==> config.mk <==
export PLATFORM = sky130hd
export DESIGN_NAME = pipe_adder_flat
export DESIGN_NICKNAME = d
export VERILOG_FILES = /design/src/rtl/adder_pkg.sv /design/src/rtl/pipe_adder_if.sv /design/src/rtl/adder_seg.sv /design/src/rtl/pipe_adder.sv /design/src/flat_wrapper.sv
export SDC_FILE = /design/constraint.sdc
export NUM_CORES = 1
export LEC_CHECK = 0
export CAP_MARGIN = 20
export CORE_ASPECT_RATIO = 1.2
export CORE_MARGIN = 2
export CORE_UTILIZATION = 55
export CTS_BUF_LIST = sky130_fd_sc_hd__clkbuf_8
export DETAILED_ROUTE_END_ITERATION = 12
export PLACE_DENSITY = 0.84
export SKIP_CTS_REPAIR_TIMING = 1
export SYNTH_ARGS = -nofsm -noshare
export SYNTH_HDL_FRONTEND = slang
export SYNTH_SLANG_ARGS = --single-unit
export TNS_END_PERCENT = 1
==> constraint.sdc <==
create_clock -name clk -period 6.3 [get_ports clk]
set_input_delay 0.63 -clock clk [delete_from_list [all_inputs] [get_ports clk]]
set_output_delay 0.63 -clock clk [all_outputs]
set_load 0.05 [all_outputs]
==> src/rtl/adder_pkg.sv <==
// ---------------------------------------------------------------------------
// adder_pkg
// Shared definitions for the pipelined adder/subtractor.
//   mode_e      : operation select encoding carried on the 'sub' input.
//   calc_stages : number of pipeline stages for a given WIDTH and SEG.
//   seg_fits    : legality of a WIDTH/SEG pair, used for elaboration checks.
// ---------------------------------------------------------------------------
package adder_pkg;

    typedef enum logic {
        ADD = 1'b0,
        SUB = 1'b1
    } mode_e;

    localparam int DEF_WIDTH = 16;
    localparam int DEF_SEG   = 4;

    function automatic int calc_stages(input int width, input int seg);
        return width / seg;
    endfunction

    function automatic bit seg_fits(input int width, input int seg);
        return (width > 0) && (seg > 0) && ((width % seg) == 0);
    endfunction

endpackage

==> src/rtl/pipe_adder_if.sv <==
// ---------------------------------------------------------------------------
// pipe_adder_if
// Operand and result stream bundle for pipe_adder.
//   Operand side : in_valid, in_ready, a, b, cin, sub
//   Result side  : out_valid, out_ready, sum, cout, ovf
// Modports:
//   master : operand source / result consumer (drives operands, out_ready)
//   slave  : the adder itself
// ---------------------------------------------------------------------------
interface pipe_adder_if #(
    parameter int WIDTH = 16
);
    logic             in_valid;
    logic             in_ready;
    logic [WIDTH-1:0] a;
    logic [WIDTH-1:0] b;
    logic             cin;
    logic             sub;
    logic             out_valid;
    logic             out_ready;
    logic [WIDTH-1:0] sum;
    logic             cout;
    logic             ovf;

    modport master (
        output in_valid, a, b, cin, sub, out_ready,
        input  in_ready, out_valid, sum, cout, ovf
    );

    modport slave (
        input  in_valid, a, b, cin, sub, out_ready,
        output in_ready, out_valid, sum, cout, ovf
    );

endinterface

==> src/rtl/adder_seg.sv <==
// ---------------------------------------------------------------------------
// adder_seg
// Combinational SEG-bit ripple slice.
//   a, b  : segment operands
//   ci    : carry into the slice LSB
//   s     : segment sum
//   co    : carry out of the slice MSB
//   c_msb : carry into the slice MSB (for signed overflow of the top slice)
// ---------------------------------------------------------------------------
module adder_seg #(
    parameter int SEG = 4
) (
    input  logic [SEG-1:0] a,
    input  logic [SEG-1:0] b,
    input  logic           ci,
    output logic [SEG-1:0] s,
    output logic           co,
    output logic           c_msb
);

    logic [SEG:0] tot;

    always_comb begin
        tot   = {1'b0, a} + {1'b0, b} + {{SEG{1'b0}}, ci};
        s     = tot[SEG-1:0];
        co    = tot[SEG];
        // The sum bit is a^b^carry-in, so the carry into the MSB falls out directly.
        c_msb = s[SEG-1] ^ a[SEG-1] ^ b[SEG-1];
    end

endmodule

==> src/rtl/pipe_adder.sv <==
// ---------------------------------------------------------------------------
// pipe_adder
// Pipelined two's-complement adder/subtractor with a valid/ready stream.
// The carry chain is split into SEG-bit slices, one register stage each.
// Ports:
//   clk   : rising-edge clock
//   rst_n : asynchronous active-low reset
//   bus   : pipe_adder_if.slave (operand stream in, result stream out)
// A beat accepted at edge n is presented on the outputs after edge
// n+STAGES-1. A stalled result (out_valid & ~out_ready) freezes every stage.
// ---------------------------------------------------------------------------
module pipe_adder
    import adder_pkg::*;
#(
    parameter int WIDTH = DEF_WIDTH,
    parameter int SEG   = DEF_SEG
) (
    input  logic         clk,
    input  logic         rst_n,
    pipe_adder_if.slave  bus
);

    localparam int STAGES = calc_stages(WIDTH, SEG);

    if (!seg_fits(WIDTH, SEG)) begin : g_bad_cfg
        $error("pipe_adder: WIDTH must be a positive multiple of SEG");
    end

    logic              stall;
    logic [STAGES-1:0] vld_p;
    logic [WIDTH-1:0]  b_eff;
    logic              c0;
    logic              ovf_p;

    // Subtraction is folded into the operand and carry here; the mode flag
    // goes no further than stage 0.
    assign b_eff = (mode_e'(bus.sub) == SUB) ? ~bus.b : bus.b;
    assign c0    = (mode_e'(bus.sub) == SUB) ? 1'b1   : bus.cin;

    assign stall         = vld_p[STAGES-1] & ~bus.out_ready;
    assign bus.in_ready  = ~stall;
    assign bus.out_valid = vld_p[STAGES-1];

    // Valid chain: bubbles shift with the data, nothing is collapsed.
    always_ff @(posedge clk or negedge rst_n) begin
        if (!rst_n) begin
            vld_p <= '0;
        end else if (!stall) begin
            vld_p[0] <= bus.in_valid;
            for (int k = 1; k < STAGES; k++) begin
                vld_p[k] <= vld_p[k-1];
            end
        end
    end

    for (genvar k = 0; k < STAGES; k++) begin : g_stg
        localparam int OP_W  = WIDTH - k * SEG;   // operand bits still to add
        localparam int RES_W = (k + 1) * SEG;     // result bits resolved so far

        logic [OP_W-1:0]  op_a;
        logic [OP_W-1:0]  op_b;
        logic             ci;
        logic [SEG-1:0]   seg_s;
        logic             co;
        logic             c_msb;
        logic [RES_W-1:0] res_nxt;
        logic [RES_W-1:0] res_p;
        logic             co_p;

        if (k == 0) begin : g_src
            assign op_a    = bus.a;
            assign op_b    = b_eff;
            assign ci      = c0;
            assign res_nxt = seg_s;
        end else begin : g_src
            assign op_a    = g_stg[k-1].g_fwd.a_fwd_p;
            assign op_b    = g_stg[k-1].g_fwd.b_fwd_p;
            assign ci      = g_stg[k-1].co_p;
            assign res_nxt = {seg_s, g_stg[k-1].res_p};
        end

        adder_seg #(.SEG(SEG)) u_seg (
            .a     (op_a[SEG-1:0]),
            .b     (op_b[SEG-1:0]),
            .ci    (ci),
            .s     (seg_s),
            .co    (co),
            .c_msb (c_msb)
        );

        // Upper operand slices ride along, one slice consumed per stage.
        if (k < STAGES - 1) begin : g_fwd
            logic [OP_W-SEG-1:0] a_fwd_p;
            logic [OP_W-SEG-1:0] b_fwd_p;

            always_ff @(posedge clk) begin
                if (!stall) begin
                    a_fwd_p <= op_a[OP_W-1:SEG];
                    b_fwd_p <= op_b[OP_W-1:SEG];
                end
            end
        end

        if (k == STAGES - 1) begin : g_reg
            // ---- final stage: visible outputs, cleared on reset ----
            always_ff @(posedge clk or negedge rst_n) begin
                if (!rst_n) begin
                    res_p <= '0;
                    co_p  <= 1'b0;
                    ovf_p <= 1'b0;
                end else if (!stall) begin
                    res_p <= res_nxt;
                    co_p  <= co;
                    ovf_p <= co ^ c_msb;
                end
            end
        end else begin : g_reg
            // ---- stage k -> k+1 boundary ----
            always_ff @(posedge clk) begin
                if (!stall) begin
                    res_p <= res_nxt;
                    co_p  <= co;
                end
            end
        end
    end

    assign bus.sum  = g_stg[STAGES-1].res_p;
    assign bus.cout = g_stg[STAGES-1].co_p;
    assign bus.ovf  = ovf_p;

endmodule

==> src/flat_wrapper.sv <==
// flat-port wrapper written by rule: the top's interface ports become plain ports
module pipe_adder_flat import adder_pkg::*;
#(
    parameter int WIDTH = DEF_WIDTH,
    parameter int SEG   = DEF_SEG
)
  (clk, rst_n, bus_in_valid, bus_a, bus_b, bus_cin, bus_sub, bus_out_ready, bus_in_ready, bus_out_valid, bus_sum, bus_cout, bus_ovf);
  pipe_adder_if #(.WIDTH(WIDTH)) bus_i ();
  input  logic clk;
  input  logic rst_n;
  input wire logic [$bits(bus_i.in_valid)-1:0] bus_in_valid;
  input wire logic [$bits(bus_i.a)-1:0] bus_a;
  input wire logic [$bits(bus_i.b)-1:0] bus_b;
  input wire logic [$bits(bus_i.cin)-1:0] bus_cin;
  input wire logic [$bits(bus_i.sub)-1:0] bus_sub;
  input wire logic [$bits(bus_i.out_ready)-1:0] bus_out_ready;
  output wire logic [$bits(bus_i.in_ready)-1:0] bus_in_ready;
  output wire logic [$bits(bus_i.out_valid)-1:0] bus_out_valid;
  output wire logic [$bits(bus_i.sum)-1:0] bus_sum;
  output wire logic [$bits(bus_i.cout)-1:0] bus_cout;
  output wire logic [$bits(bus_i.ovf)-1:0] bus_ovf;
  assign bus_i.in_valid = bus_in_valid;
  assign bus_i.a = bus_a;
  assign bus_i.b = bus_b;
  assign bus_i.cin = bus_cin;
  assign bus_i.sub = bus_sub;
  assign bus_i.out_ready = bus_out_ready;
  assign bus_in_ready = bus_i.in_ready;
  assign bus_out_valid = bus_i.out_valid;
  assign bus_sum = bus_i.sum;
  assign bus_cout = bus_i.cout;
  assign bus_ovf = bus_i.ovf;
  pipe_adder #(.WIDTH(WIDTH), .SEG(SEG)) u_core (.clk(clk), .rst_n(rst_n), .bus(bus_i));
endmodule
# After elaboration in Yosys (flattened, before gate mapping)
# Cells that the tools add are included.
op_classes:
  add_sub_neg: 8
  n_mux: 2
  n_bitwise: 7
op_table:
  columns: ["cell", "count"]
  rows:
  - ["$add A4 B4 Y5", 4]
  - ["$add A5 B1 Y5", 4]
  - ["$mux W16", 1]
  - ["$not A16 Y16", 1]
  - ["$xor A1 B1 Y1", 3]
  - ["$not A1 Y1", 2]
  - ["$and A1 B1 Y1", 1]
  - ["$mux W1", 1]
word_totals:
  reg_bits: 97
  output_inout_bits: 20

# Logic depth before layout (Yosys ltp)
logic_depth:
  ltp_word: 5
  ltp_mapped: 8

# Hierarchy
# Synthesis repeated with hierarchy kept, for this count alone.
hier_totals:
  hier_cells: 220
  hier_area_um2: 3980.1
by_module_without_submodules:
  columns: ["mod", "instances", "cells_per_inst", "area_each_um2"]
  rows:
  - ["pipe_adder", 1, 144, 3269.4]
  - ["adder_seg", 4, 19, 177.7]

# Worst setup path before layout
# Ideal clock, no wire load.
synth_timing:
  path_type: "flip-flop to output port"
  start: "reg u_core.vld_p[3]"
  end: "out bus_in_ready"
  arrival_ps: 3670
  path_slack_ps: 2000
  path_stages_with_launch: 5
  path_cell_list: "dfrtp_1 nor2b_1 buf_2 clkinv_1 clkbuf_1"
synth_via:
  elab_chain_len: 2
synth_rtl:
  columns: ["element", "line", "rtl"]
  rows:
  - ["start: declaration", "pipe_adder.sv:30", "logic [STAGES-1:0] vld_p;"]
  - ["start signal: indexed assignment", "pipe_adder.sv:51", "vld_p[k] <= vld_p[k-1];"]
  - ["$and A1 B1 Y1", "pipe_adder.sv:40", "assign stall = vld_p[STAGES-1] & ~bus.out_ready;"]
  - ["$not A1 Y1", "pipe_adder.sv:41", "assign bus.in_ready = ~stall;"]
  - ["end: declaration", "flat_wrapper.sv:17", "output wire logic [$bits(bus_i.in_ready)-1:0] bus_in_ready;"]
# No other way between the ends.

# Final worst setup path
layout_timing:
  start: "in bus_sub"
  end: "reg u_core.g_stg[0].co_p (data pin)"
layout_via:
  elab_chain_len: 3
layout_rtl:
  columns: ["element", "line", "rtl"]
  rows:
  - ["start: declaration", "flat_wrapper.sv:15", "input wire logic [$bits(bus_i.sub)-1:0] bus_sub;"]
  - ["$mux W16", "pipe_adder.sv:37", "assign b_eff = (mode_e'(bus.sub) == SUB) ? ~bus.b : bus.b;"]
  - ["$add A4 B4 Y5", "adder_seg.sv:24", "tot = {1'b0, a} + {1'b0, b} + {{SEG{1'b0}}, ci};"]
  - ["$add A5 B1 Y5 (*)", "adder_seg.sv:24", null]
  - ["via u_core.g_stg[0].co", "pipe_adder.sv:64", "logic co;"]
  - ["end signal: assignment", "pipe_adder.sv:122", "co_p <= co;"]
  - ["end: declaration", "pipe_adder.sv:68", "logic co_p;"]
# Mark *: on every way through the listed nets, which the timed path passes. The rest lies on a longest branch.
# A chain may end at the register's enable or synchronous reset.

==> parameters.txt <==
Parameter                              Value

Synth
  Share of the yosys chip area belonging to registers ... 0.740
  Number of instances in the synthesized netlist ... roughly 240
  Post-synth top area share ... 0.594
  Cell with the most instances after synthesis ... sky130_fd_sc_hd__edfxtp_1
  Cell area after synthesis ... around 3800 um^2
  Post-Synthesis Mean Instance Area ... 15.9 um^2
  Seq cells post-synth ... slightly below 100
  Largest cells by area after synthesis ... sky130_fd_sc_hd__edfxtp_1 (59%), sky130_fd_sc_hd__dfrtp_1 (15%), sky130_fd_sc_hd__nand2_1 (4.6%), sky130_fd_sc_hd__xor2_1 (4.4%), sky130_fd_sc_hd__fa_1 (4.2%)
  List of most frequent post-synthesis cells ... sky130_fd_sc_hd__edfxtp_1 (75), sky130_fd_sc_hd__nand2_1 (46), sky130_fd_sc_hd__dfrtp_1 (22)
  Most instantiated flip-flop cell in the synthesis netlist ... sky130_fd_sc_hd__edfxtp_1
  Cell taking the most area after synthesis ... sky130_fd_sc_hd__edfxtp_1
  Number of enable flip-flop cells after synthesis ... 75
  Count of cell types in the netlist ... 22
  Warnings from Yosys ... 0
  Async SR Flop Fraction ... 0.227
  Post-Synthesis Net Count ... approximately 300

STA
  Max-slew violation count ... 0
  Final TNS setup ... 0 ns
  Hold violation total from the final report ... 0
  Setup repair after global routing missed its margin ... false
  Highest clock rate ... around 0.32 GHz
  Rel. slew slack ... 0.393
  Final critical delay including setup and external delays ... slightly above 3 ns
  Fraction of the cycle the final worst path needs ... 0.491
  Setup Viol. Count Final ... 0
  Worst-margin pin slew ... 0.907 ns
  Worst Clk Skew ... approximately 0.011 ns

Placement
  Count of buffers from port buffering ... 57
  Placed instance count ... between 300 and 400
  Detail Placement HPWL ... 3270 um
  Routability-driven placement congestion ratio ... about 0.74

Drt
  Wire per inst ... roughly 12 um
  Number of DRC violations after detailed-routing iteration 0 ... just under 100
  DRC violation count after routing ... 0
  Final Routed Wirelength ... ~4800 um
  Via count ... 1860
  Detailed-route vias per instance ... approximately 4.7
  Antenna Violating Nets Remaining ... 0
  Router iterations before antenna repair ... 4

Clock tree
  TritonCTS clock tree ... done
  Source-to-sink clock delay at the later pin of the worst-skew pair ... between 0.3 and 0.4 ns
  # clock sinks ... 97
  Reg clk slew, reported paths ... around 0.1 ns
  Largest buffer count on any clock path ... 2
  CTS Buf Count ... 9
  Library cell used as clock root buffer ... sky130_fd_sc_hd__clkbuf_8
  H-tree depth ... 3

Cells and area
  Fillers ... about 480
  Area overhead of the layout relative to synthesis ... 23.3%
  Register area ... between 2000 and 3000 um^2
  Multi-input gate area in the final layout ... approximately 920 um^2
  Number of cells in the finished layout apart from fillers ... approximately 400
  Number of diodes ... 0
  Net count reported at finish ... 361
  Share of cells above drive strength 1 ... 0.0747

Critical path
  Nature of the critical path startpoint ... primary input
  Arrival time of the worst setup path ... about 3.2 ns
  Req. time, crit path ... around 6.4 ns
  Element type at the critical path end ... flip-flop
  Launch instance of the worst register-to-register path ... u_core.g_stg[2].g_fwd.b_fwd_p[0]
  CP startpoint ... bus_sub
  Type of the setup path with the least slack ... primary input to flip-flop
  Largest fanout of any net on the critical path ... 17

Global route
  Global route total overflow ... 0
  Aggregate global-route resource usage ... 0.138
  Number of global-route vias before repair ... between 1500 and 2000
  Initial antenna violation count ... 0
  Wire length of the first global-routing pass ... 7840 um
  Largest net degree at the start of global routing ... roughly 100

Pwr
  Max VDD drop ... approximately 0.00032 V
  Areal power density over the cells ... around 490 nW/um^2
  Leakage ... between 1.5 and 2 nW

Flow run
  Number of maximum-capacitance constraint violations ... 0

Floorplanning
  Area of the core region ... slightly below 7000 um^2
  I/O pins ... 58
  Starting Density ... 0.559
  Die Span Y ... around 95 um
  Number of placement rows ... 33
  Width of the die ... roughly 80 um
  Die Area ... ~7600 um^2

Hold path
  Source of the worst hold timing path ... u_core.g_stg[1].g_fwd.b_fwd_p[7]
  Class of the most critical hold timing path ... flip-flop to flip-flop

Run status
  Status ... complete, no violations
-- power breakdown --
| group | internal [mW] | switching [mW] |
|---|---|---|
| sequential | 0.997 | 0.0858 |
| clock | 0.151 | 0.213 |
| combinational | 0.340 | 0.493 |
-- final timing paths --
path                                               endpoint  slack (ns)  cells past startpoint
max                                    u_core.g_stg[0].co_p        3.21                      6
min                        u_core.g_stg[2].g_fwd.b_fwd_p[3]        0.42                      0
max reg2reg                                  u_core.bus.ovf        4.05                      8
min reg2reg                u_core.g_stg[2].g_fwd.b_fwd_p[3]        0.42                      0
max in group asynchronous                   u_core.vld_p[3]        4.95                      1
min in group asynchronous                   u_core.vld_p[2]        0.79                      1
-- cell families (layout without fill, tap and decap cells) --
| group | count (synthesis) | in the layout | share of synthesized area |
|---|---|---|---|
| AOI/OAI and AO/OA | 19 | 19 | 0.0314 |
| and+or+nand+nor | 58 | 58 | 0.0614 |
| adders and majority gates | 20 | 20 | 0.0819 |
| DFF | 97 | 97 | 0.740 |
| buffers and inverters | 17 | 87 | 0.0178 |
| xor gates and xnor gates | 26 | 26 | 0.0637 |
| muxes | 1 | 1 | 0.00396 |
-- per-layer routing --
metal,routed length [um],track usage,up-vias
met5,0,0,-
met4,49,0.0720,0
met3,224,0.0449,2
met2,2430,0.241,46
met1,2050,0.150,865
li1,-,-,947
-- state kept, by name, summed over array words and instances (netlist names) --
| name | cells |
|---|---|
| u_core.bus.sum | 16 |
| u_core.vld_p | 4 |
| u_core.g_stg.co_p | 3 |
| u_core.bus.cout | 1 |
| u_core.g_stg.g_fwd.a_fwd_p | 24 |
| u_core.bus.ovf | 1 |
| u_core.g_stg.res_p | 24 |
| u_core.g_stg.g_fwd.b_fwd_p | 24 |
-- per-stage QoR --
| stage | setup slack [ns] | hold WS, ns | instance area, um^2 | util | power, mW |
|---|---|---|---|---|---|
| 5_1_grt | 3.12 | 0.431 | 4670 | 0.690 | 2.42 |
| 6_report | 3.21 | 0.423 | 4670 | 0.690 | 2.28 |
| 4_1_cts | 3.20 | 0.424 | 4650 | 0.686 | 2.30 |
| 3_3_place_gp | 2.89 | 0.401 | 4460 | 0.658 | 1.89 |
| 2_1_floorplan | 2.00 | 0.334 | 3790 | - | 1.69 |
| 3_5_place_dp | 2.82 | 0.405 | 4460 | 0.658 | 1.93 |
-- layout make-up --
class,count,area share
repair buffers,60,0.131
clock inverters,7,0.0137
clock buffers,9,0.0265
multi-input cells,124,0.197
inverters,11,0.00910
well taps,87,0.0233
flip-flops and latches,97,0.600
-- worst max-delay path, cell delays in order --
cell and delay (ns):
sky130_fd_sc_hd__clkdlybuf4s50_1 0.85, sky130_fd_sc_hd__or2_2 0.52, sky130_fd_sc_hd__fa_1 0.41, sky130_fd_sc_hd__fa_1 0.42, sky130_fd_sc_hd__a21o_1 0.19, sky130_fd_sc_hd__a21o_1 0.17
-- layout by cell type (no fill, tap or decap), drive strengths merged, types with 2 or more instances in the layout --
cell type       n
a21o            8
a21oi           9
buf             3
clkbuf          9
clkdlybuf4s50  57
clkinv          6
dfrtp          22
edfxtp         75
fa              8
ha             12
inv            12
nand2          46
nand2b          3
nor2            6
nor2b           2
o21ai           2
xnor2           6
xor2           19
Note: power is estimated with default switching activity, not from simulation.
